===== src/rtl/vga_sync_recover.sv =====
// vga_sync_recover: recovers pixel coordinates, line/frame periods and mode lock from incoming VGA syncs
//   vga_clk, vga_rst      pixel clock, synchronous active-high reset
//   vga_hs, vga_vs        incoming syncs, already in the vga_clk domain
//   x, y                  recovered column/row of the sample taken at the same edge
//   active, frame_start   visible-area flag and top-left pulse, both gated by lock
//   locked, sync_err      mode lock and one-cycle loss-of-lock pulse
//   line_len              last measured clocks between hsync leading edges
//   frame_lines           last measured lines between vsync leading edges
module vga_sync_recover #(
   parameter int H_ACTIVE     = 640,
   parameter int H_SYNC_START = 656,
   parameter int H_TOTAL      = 840,
   parameter int V_ACTIVE     = 480,
   parameter int V_SYNC_START = 481,
   parameter int V_TOTAL      = 500,
   parameter bit HS_NEG       = 1'b1,
   parameter bit VS_NEG       = 1'b1,
   parameter int LOCK_FRAMES  = 2
) (
   input  logic        vga_clk,
   input  logic        vga_rst,
   input  logic        vga_hs,
   input  logic        vga_vs,
   output logic [9:0]  x,
   output logic [9:0]  y,
   output logic        active,
   output logic        frame_start,
   output logic        locked,
   output logic        sync_err,
   output logic [11:0] line_len,
   output logic [10:0] frame_lines
);
   localparam logic [9:0]  HA  = 10'(H_ACTIVE);
   localparam logic [9:0]  HSS = 10'(H_SYNC_START);
   localparam logic [9:0]  HL  = 10'(H_TOTAL - 1);
   localparam logic [11:0] HT  = 12'(H_TOTAL);
   localparam logic [9:0]  VA  = 10'(V_ACTIVE);
   localparam logic [9:0]  VSS = 10'(V_SYNC_START);
   localparam logic [9:0]  VL  = 10'(V_TOTAL - 1);
   localparam logic [10:0] VT  = 11'(V_TOTAL);
   localparam logic [3:0]  LF  = 4'(LOCK_FRAMES);

   typedef enum logic [1:0] {S_SEARCH, S_CHECK, S_LOCKED} state_t;

   state_t      r_state;
   logic [3:0]  r_good_cnt;
   logic        r_hs_prev;
   logic        r_vs_prev;
   logic        r_hs_seen;
   logic        r_vs_seen;
   logic        r_frame_bad;
   logic [11:0] r_h_len;
   logic [10:0] r_v_len;

   logic        w_hs_act;
   logic        w_vs_act;
   logic        w_hs_edge;
   logic        w_vs_edge;
   logic        w_x_wrap;
   logic [9:0]  w_x_nxt;
   logic [9:0]  w_y_nxt;
   logic        w_timeout;
   logic        w_line_bad;
   logic        w_frame_good;
   logic        w_lk_drop;
   logic        w_promote;
   logic        w_lock_nxt;

   assign w_hs_act  = vga_hs ^ HS_NEG;
   assign w_vs_act  = vga_vs ^ VS_NEG;
   assign w_hs_edge = w_hs_act & ~r_hs_prev;
   assign w_vs_edge = w_vs_act & ~r_vs_prev;

   // a wrap only happens on the free-running path; an hsync reload takes precedence
   assign w_x_wrap = !w_hs_edge && x == HL;
   assign w_x_nxt  = w_hs_edge ? HSS : w_x_wrap ? '0 : x + 10'd1;
   assign w_y_nxt  = w_vs_edge ? VSS : !w_x_wrap ? y : (y == VL) ? '0 : y + 10'd1;

   // a saturated line counter means hsync has vanished; treat it as a bad line at once
   assign w_timeout    = r_h_len == 12'hFFF;
   assign w_line_bad   = (w_hs_edge && r_hs_seen && r_h_len != HT) || w_timeout;
   assign w_frame_good = r_v_len == VT && !r_frame_bad && !w_line_bad;

   assign w_lk_drop  = r_state == S_LOCKED && (w_line_bad || (w_vs_edge && !w_frame_good));
   assign w_promote  = r_state == S_CHECK && !w_timeout && w_vs_edge && w_frame_good &&
                       (r_good_cnt + 4'd1 == LF);
   // next value of locked, so active/frame_start agree with locked in the same cycle
   assign w_lock_nxt = (r_state == S_LOCKED && !w_lk_drop) || w_promote;

   always_ff @(posedge vga_clk) begin
      if (vga_rst) begin
         r_hs_prev   <= 1'b1;
         r_vs_prev   <= 1'b1;
         r_hs_seen   <= 1'b0;
         r_vs_seen   <= 1'b0;
         r_h_len     <= '0;
         r_v_len     <= '0;
         r_frame_bad <= 1'b0;
         x           <= '0;
         y           <= '0;
         active      <= 1'b0;
         frame_start <= 1'b0;
         line_len    <= '0;
         frame_lines <= '0;
      end else begin
         r_hs_prev   <= w_hs_act;
         r_vs_prev   <= w_vs_act;
         x           <= w_x_nxt;
         y           <= w_y_nxt;
         active      <= w_lock_nxt && w_x_nxt < HA && w_y_nxt < VA;
         frame_start <= w_lock_nxt && w_x_nxt == '0 && w_y_nxt == '0;
         // h_len holds the clocks elapsed including the current edge, so a correct line reads H_TOTAL
         r_h_len     <= w_hs_edge ? 12'd1 : w_timeout ? r_h_len : r_h_len + 12'd1;
         // an hsync coinciding with vsync opens the new frame
         r_v_len     <= w_vs_edge ? {10'd0, w_hs_edge} :
                        (r_v_len == 11'h7FF) ? r_v_len : r_v_len + {10'd0, w_hs_edge};
         r_frame_bad <= w_vs_edge ? 1'b0 : r_frame_bad | w_line_bad;
         if (w_hs_edge) begin
            r_hs_seen <= 1'b1;
            if (r_hs_seen) line_len <= r_h_len;
         end
         if (w_vs_edge) begin
            r_vs_seen <= 1'b1;
            if (r_vs_seen) frame_lines <= r_v_len;
         end
      end
   end

   always_ff @(posedge vga_clk) begin
      if (vga_rst) begin
         r_state    <= S_SEARCH;
         r_good_cnt <= '0;
         locked     <= 1'b0;
         sync_err   <= 1'b0;
      end else begin
         locked   <= w_lock_nxt;
         sync_err <= w_lk_drop;
         case (r_state)
            S_SEARCH: begin
               if (w_vs_edge) begin
                  r_state    <= S_CHECK;
                  r_good_cnt <= '0;
               end
            end
            S_CHECK: begin
               if (w_timeout) r_state <= S_SEARCH;
               else if (w_vs_edge) begin
                  r_good_cnt <= w_frame_good ? r_good_cnt + 4'd1 : '0;
                  if (w_promote) r_state <= S_LOCKED;
               end
            end
            default: begin
               if (w_lk_drop) r_state <= S_SEARCH;
            end
         endcase
      end
   end
endmodule


===== config.mk =====
export PLATFORM = sky130hd
export DESIGN_NAME = vga_sync_recover
export DESIGN_NICKNAME = d
export VERILOG_FILES = /design/src/rtl/vga_sync_recover.sv
export SDC_FILE = /design/constraint.sdc
export NUM_CORES = 1
export LEC_CHECK = 0
export ABC_AREA = 1
export ABC_CLOCK_PERIOD_IN_PS = 3700
export BUFFER_PORTS_ARGS = -buffer_cell sky130_fd_sc_hd__buf_2
export CORE_UTILIZATION = 62
export DETAILED_ROUTE_END_ITERATION = 7
export GPL_TIMING_DRIVEN = 0
export PLACE_DENSITY = 0.84
export SYNTH_ARGS = -nofsm -noshare
export SYNTH_HDL_FRONTEND = slang
export SYNTH_SLANG_ARGS = --single-unit
export TNS_END_PERCENT = 50

===== constraint.sdc =====
create_clock -name vga_clk -period 3.7 [get_ports vga_clk]
set_input_delay 0.925 -clock vga_clk [delete_from_list [all_inputs] [get_ports vga_clk]]
set_output_delay 0.925 -clock vga_clk [all_outputs]
set_load 0.02 [all_outputs]

==> key figures, run 1 <==
Critical path
  – Crit path buf inv count: 3
  – Setup crit end kind: flip-flop
  – Crit-path cells: buf_2 -> nor2_8 -> ha_1 -> ha_1 -> nand2_1 -> inv_1 -> nand4_1 -> nor2_1 -> xor2_1 -> o21ai_0 -> inv_1
  – CP required: 3940 ps
  – WP data arrival: 2680 ps
  – CP startpoint: vga_hs
  – Critical path peak fanout: 9
  – Slowest-stage cell, CP: ha_1
  – Kind of critical path: in -> reg
  – Critical R2R Launch: r_hs_prev
  – CP Launch Type: primary input
  – Delay-heaviest family, CP: simple AND/OR/NAND/NOR gates
  – Worst stage delay on the critical path: 310 ps

Worst hold path
  – Hold_sp: r_vs_seen
  – Worst hold path class: reg -> reg

Route
  – 1st-iter DRT viols: 239
  – Vias/cell: 5.457
  – Final ANT Viol Nets: 0
  – Routed via count: 3951
  – # DRC: 0
  – Drt pass-1 iters: 5
  – DR WL/cell: 13.31 um
  – Routed wire length: 9.633 mm

Yosys
  – Synth warn: 0
  – Synth area leaders: dfxtp_1 40%, nand2_1 10%, inv_1 7.2%, nor2_1 6.3%, a21oi_1 5.5%
  – Avg Inst Size Synth: 7.008 sq um
  – Sequential area share after synthesis: 0.3975
  – Synthesized netlist cell count: 582
  – Mapped cell area: 4079 sq um
  – Largest area contributor in the netlist: dfxtp_1
  – Synth cell types: 41
  – Synth top area share: 0.3975
  – Synthesized flop and latch total: 81
  – Syn_nets: 594

Final layout
  – Fin nets: 655
  – Commonest non-fill, non-tap cell in the layout: nand2_1
  – Share of cells above drive strength 1: 0.1669
  – Layout fillers: 539
  – Multi-input gate area: 2064 sq um
  – Post-synthesis to final-layout area growth: 13.65%
  – Ant diodes: 0
  – Fin util: 0.7300
  – FF/Latch Area: 1622 sq um
  – Most frequent cells in the layout: 109 x nand2_1, 81 x dfxtp_1, 78 x inv_1

Power and ir drop
  – Worst ir drop on vdd: 0.0002735 V
  – Leakage: 2.214 nW
  – Power Density: 377.1 nW/um^2

Timing
  – Final cycle utilization of the critical path: 0.6597
  – Setup tns final: 0 ps
  – Count of pins over their slew limit: 0
  – Hold_ws: 472.1 ps
  – Clk_skew: 9.262 ps
  – # setup viols final: 0
  – Slew @ Worst Pin: 638.5 ps
  – RSZ-0062 raised after global routing: false
  – Final worst path period need: 2441 ps
  – Worst setup margin: 1259 ps
  – Rel. slew slack: 0.5727
  – Count of final hold-check violations: 0
  – Max Freq: 409.7 MHz

Outcome
  – Status: completed

Floorplanning
  – Chip height: 83.11 um
  – Io pins: 51
  – Starting Density: 0.6424
  – Core Rows: 29
  – Die width: 83.11 um
  – Core area: 6350 sq um
  – Die ar.: 6907 sq um

Clocking
  – CTS clk-pin slew, worst paths: 80 ps
  – Resize count post-CTS: 0
  – Clock sinks: 81
  – CTS Hold Bufs: 0
  – Post-CTS Setup Bufs: 0
  – Clk buf depth: 2
  – H-tree depth: 3
  – Clock latency on the worst-skew pair: 350 ps
  – CTS tree: done
  – Clock Tree Root: clkbuf_8
  – Total CTS buffers: 9

Place
  – Place WS: 979.6 ps
  – Gpl congestion: 0.9248
  – Port Buf Inserts: 50
  – DPL Wire Length: 7.038 mm

Global route
  – Gr ovfl total: 0
  – Number of global-route vias before repair: 3630
  – First-pass GRT wire length: 16.34 mm
  – Initial antenna violation count: 0
  – Gr usage total: 0.2882
  – Largest net degree at the start of global routing: 13

Job
  – Max-cap viol count: 0
final cells by class:
type,instances,area share
buffer,13,0.01404
clock buffer,12,0.03131
clock inverter,3,0.01404
inverter,87,0.07072
multi-input combinational,401,0.4453
sequential,81,0.3498
tap,77,0.02078
timing repair buffer,50,0.05398
cells by family after synthesis:
logic type,after synthesis,synth area share
and+or+nand+nor,292,0.3436
DFF,81,0.3975
AOI/OAI and AO/OA,92,0.1187
buffers and inverters,100,0.09632
adders and majority gates,8,0.02454
xor gates and xnor gates,9,0.01933
worst min-delay path, stage by stage (launching register included):
cell,delay [ps]
dfxtp_1,310
inv_1,60
a21oi_1,60
state kept, by name, summed over array words and instances (netlist names), 2 cells and up:
register,count
line_len,12
r_v_len,11
r_h_len,12
r_good_cnt,4
r_state,2
frame_lines,11
x,10
y,10
path summary, 6_finish.rpt:
check	cells after the start	endpoint	slack, ps
setup / recovery	11	r_v_len[10]	1260
hold / removal	2	r_vs_seen	470
setup reg to reg	10	r_v_len[10]	1590
hold reg to reg	2	r_vs_seen	470
cell usage after synthesis, drive strengths merged:
cell type / instances
and3: 1
o21ai: 39
nor3: 12
a221oi: 1
dfxtp: 81
nor2: 83
xnor2: 1
nand3: 47
a211oi: 1
a21o: 1
or2: 3
a21oi: 47
buf: 3
nor4: 3
o21a: 1
nand4: 21
nor3b: 1
ha: 8
o21bai: 1
nand3b: 2
nor2b: 1
clkinv: 1
inv: 86
a22oi: 1
nand2: 118
clkbuf: 10
xor2: 8
power breakdown:
group | leakage (nW) | internal [mW] | switching, mW
sequential | 0.656 | 0.890 | 0.0183
clock | 0.106 | 0.395 | 0.307
combinational | 1.45 | 0.0449 | 0.0926
total | 2.21 | 1.33 | 0.418
routing by layer:
metal  vias up  share of wire  GRT usage
met5         -              0          0
met4         0          0.015     0.1176
met3        14          0.059    0.05070
met2       152           0.46     0.4672
met1      1785           0.46     0.3805
li1       2000              -          -
metrics by stage:
step / power [mW] / instances / cell area (sq um)
finish: 1.748 / 724 / 4636
CTS: 1.751 / 724 / 4636
global placement: 1.059 / 709 / 4425
floorplan: 1.024 / 582 / 4079
global route: 1.812 / 724 / 4636
detailed placement: 1.064 / 709 / 4425
Power figures use the tool's default switching activity.
==> inputs of run 2 (changes only) <==
- ABC_CLOCK_PERIOD_IN_PS: 3700 -> 2400
- CORE_UTILIZATION: 62 -> 58
- PLACE_DENSITY: 0.84 -> 0.8
- clock period: 3.7 -> 2.4 ns (I/O delays scaled with it)
==> run 2 against run 1 <==
Effect of this change: routed wire length up 3.3%; register-to-register slack got worse by 1300 ps; critical path depth is 1 lower; sequential power rose by 54%; critical endpoint unchanged.
==> key figures, run 2 (synthesis results as in run 1) <==
Clocking
  – Clock Tree Root: clkbuf_8
  – CTS tree: done
  – Post-CTS Setup Bufs: 0
  – Clock sinks: 81
  – Clk buf depth: 2
  – H-tree depth: 3
  – Clock latency on the worst-skew pair: 360 ps
  – CTS clk-pin slew, worst paths: 80 ps
  – CTS Hold Bufs: 0
  – Total CTS buffers: 9
  – Resize count post-CTS: 0

Critical path
  – Critical path peak fanout: 9
  – CP Launch Type: flip-flop
  – WP data arrival: 2390 ps
  – R2R cell count: 10
  – Critical R2R Launch: r_hs_prev
  – Kind of critical path: reg -> reg
  – Setup crit end kind: flip-flop
  – R2R Setup Slk: 320 ps
  – Capture point of the worst reg-to-reg path: r_v_len[10]
  – CP required: 2710 ps

Global route
  – Initial antenna violation count: 0
  – Number of global-route vias before repair: 3636
  – Gr ovfl total: 0
  – Gr usage total: 0.2887
  – First-pass GRT wire length: 16.83 mm
  – Largest net degree at the start of global routing: 13

Route
  – DR WL/cell: 13.40 um
  – 1st-iter DRT viols: 204
  – # DRC: 0
  – Drt pass-1 iters: 5
  – Final ANT Viol Nets: 0
  – Routed wire length: 9.953 mm
  – Vias/cell: 5.345
  – Routed via count: 3971

Place
  – Port Buf Inserts: 50
  – Cells after DPL: 728
  – Gpl congestion: 0.8827
  – DPL Wire Length: 7.105 mm

Timing
  – RSZ-0062 raised after global routing: false
  – Final worst path period need: 2078 ps
  – Final cycle utilization of the critical path: 0.8657
  – # setup viols final: 0
  – Count of pins over their slew limit: 0
  – Max Freq: 481.3 MHz
  – Setup tns final: 0 ps
  – Clk_skew: 10.07 ps
  – Rel. slew slack: 0.5618
  – Count of final hold-check violations: 0
  – Slew @ Worst Pin: 654.9 ps

Power and ir drop
  – Leakage: 2.219 nW
  – Clock power share: 0.399
  – Total power: 2.687 mW
  – Power Density: 576.1 nW/um^2
  – Net Sw Frac: 0.2448
  – Worst ir drop on vdd: 0.0003319 V
  – Psw: 657.7 uW
  – Sequential power share: 0.522
  – Int Power: 2.029 mW
  – Gate power share: 0.080

Final layout
  – Commonest non-fill, non-tap cell in the layout: nand2_1
  – Share of cells above drive strength 1: 0.1700
  – Ant diodes: 0
  – Largest regs: line_len (12), r_h_len (12)
  – Final std cells w/o fill: 743
  – Fin nets: 655
  – Most frequent cells in the layout: 109 x nand2_1, 81 x dfxtp_1, 78 x inv_1
  – Post-synthesis to final-layout area growth: 14.33%
  – Fin util: 0.6864

Floorplanning
  – Starting Density: 0.6004
  – Io pins: 51
  – Die width: 85.86 um
  – Core Rows: 30
  – Chip height: 85.86 um
  – Die ar.: 7372 sq um
  – Core area: 6794 sq um

Worst hold path
  – Hold EP: r_vs_prev
  – Worst hold path class: in -> reg
  – Hold_sp: vga_vs
  – Hold Path Stages: 2

Outcome
  – Status: completed

Job
  – Max-cap viol count: 0
## run 2: changes by cell type in the layout (fill, tap and decap cells not counted)
cell / before / now
clkbuf_1: 12 / 10
clkbuf_8: 10 / 13
bufinv_16: 2 / 1
## run 2: metal layers
metal,track usage,up-vias,share of wire
met5,0,-,0
met4,0.08182,0,0.016
met3,0.05294,21,0.067
met2,0.4921,155,0.47
met1,0.3739,1794,0.44
li1,-,2001,-
## run 2: critical path: stages (launching register included)
cell	delay, ps
dfxtp_1	360
nor2_8	260
ha_1	310
ha_1	220
nand2_1	60
inv_1	90
nand4_1	170
nor2_1	190
xor2_1	170
o21ai_0	90
inv_1	100
## run 2: worst max path at each step
stage / cells past startpoint / endpoint / from / slack, ps
final: 10 / r_v_len[10] / r_hs_prev / 320
after global placement: 11 / r_v_len[10] / vga_hs / 90
after CTS: 10 / r_v_len[10] / r_hs_prev / 340
after floorplan: 10 / r_v_len[10] / vga_hs / 490
after detailed placement: 11 / r_v_len[10] / vga_hs / 30
after global routing: 10 / r_v_len[10] / r_hs_prev / 160
## run 2: power groups by stage
stage	Clock, mW	Sequential (mW)	Combinational (mW)
after floorplan	0	1.45	0.132
after global placement	0	1.43	0.204
after detailed placement	0	1.43	0.211
after CTS	1.07	1.40	0.213
after global routing	1.14	1.41	0.239
final	1.07	1.40	0.214
## run 2: stage by stage
step           hold WS, ps  cell area (sq um)  worst slack (ps)
2_1_floorplan        436.2               4079             492.8
3_3_place_gp         447.1               4449             89.72
3_5_place_dp         451.1               4449             25.40
4_1_cts              443.4               4663             338.6
5_1_grt              447.7               4663             157.3
6_report             440.2               4663             322.4
## run 2: area by class of cell
class / count / area (sq um)
plain buffers: 13 / 65.06
clock buffers: 13 / 178.9
clock inverters: 2 / 35.03
fillers: 574 / 2131
inverters: 87 / 327.8
multi-input cells: 401 / 2064
flip-flops and latches: 81 / 1622
well taps: 96 / 120.1
repair buffers: 50 / 250.2
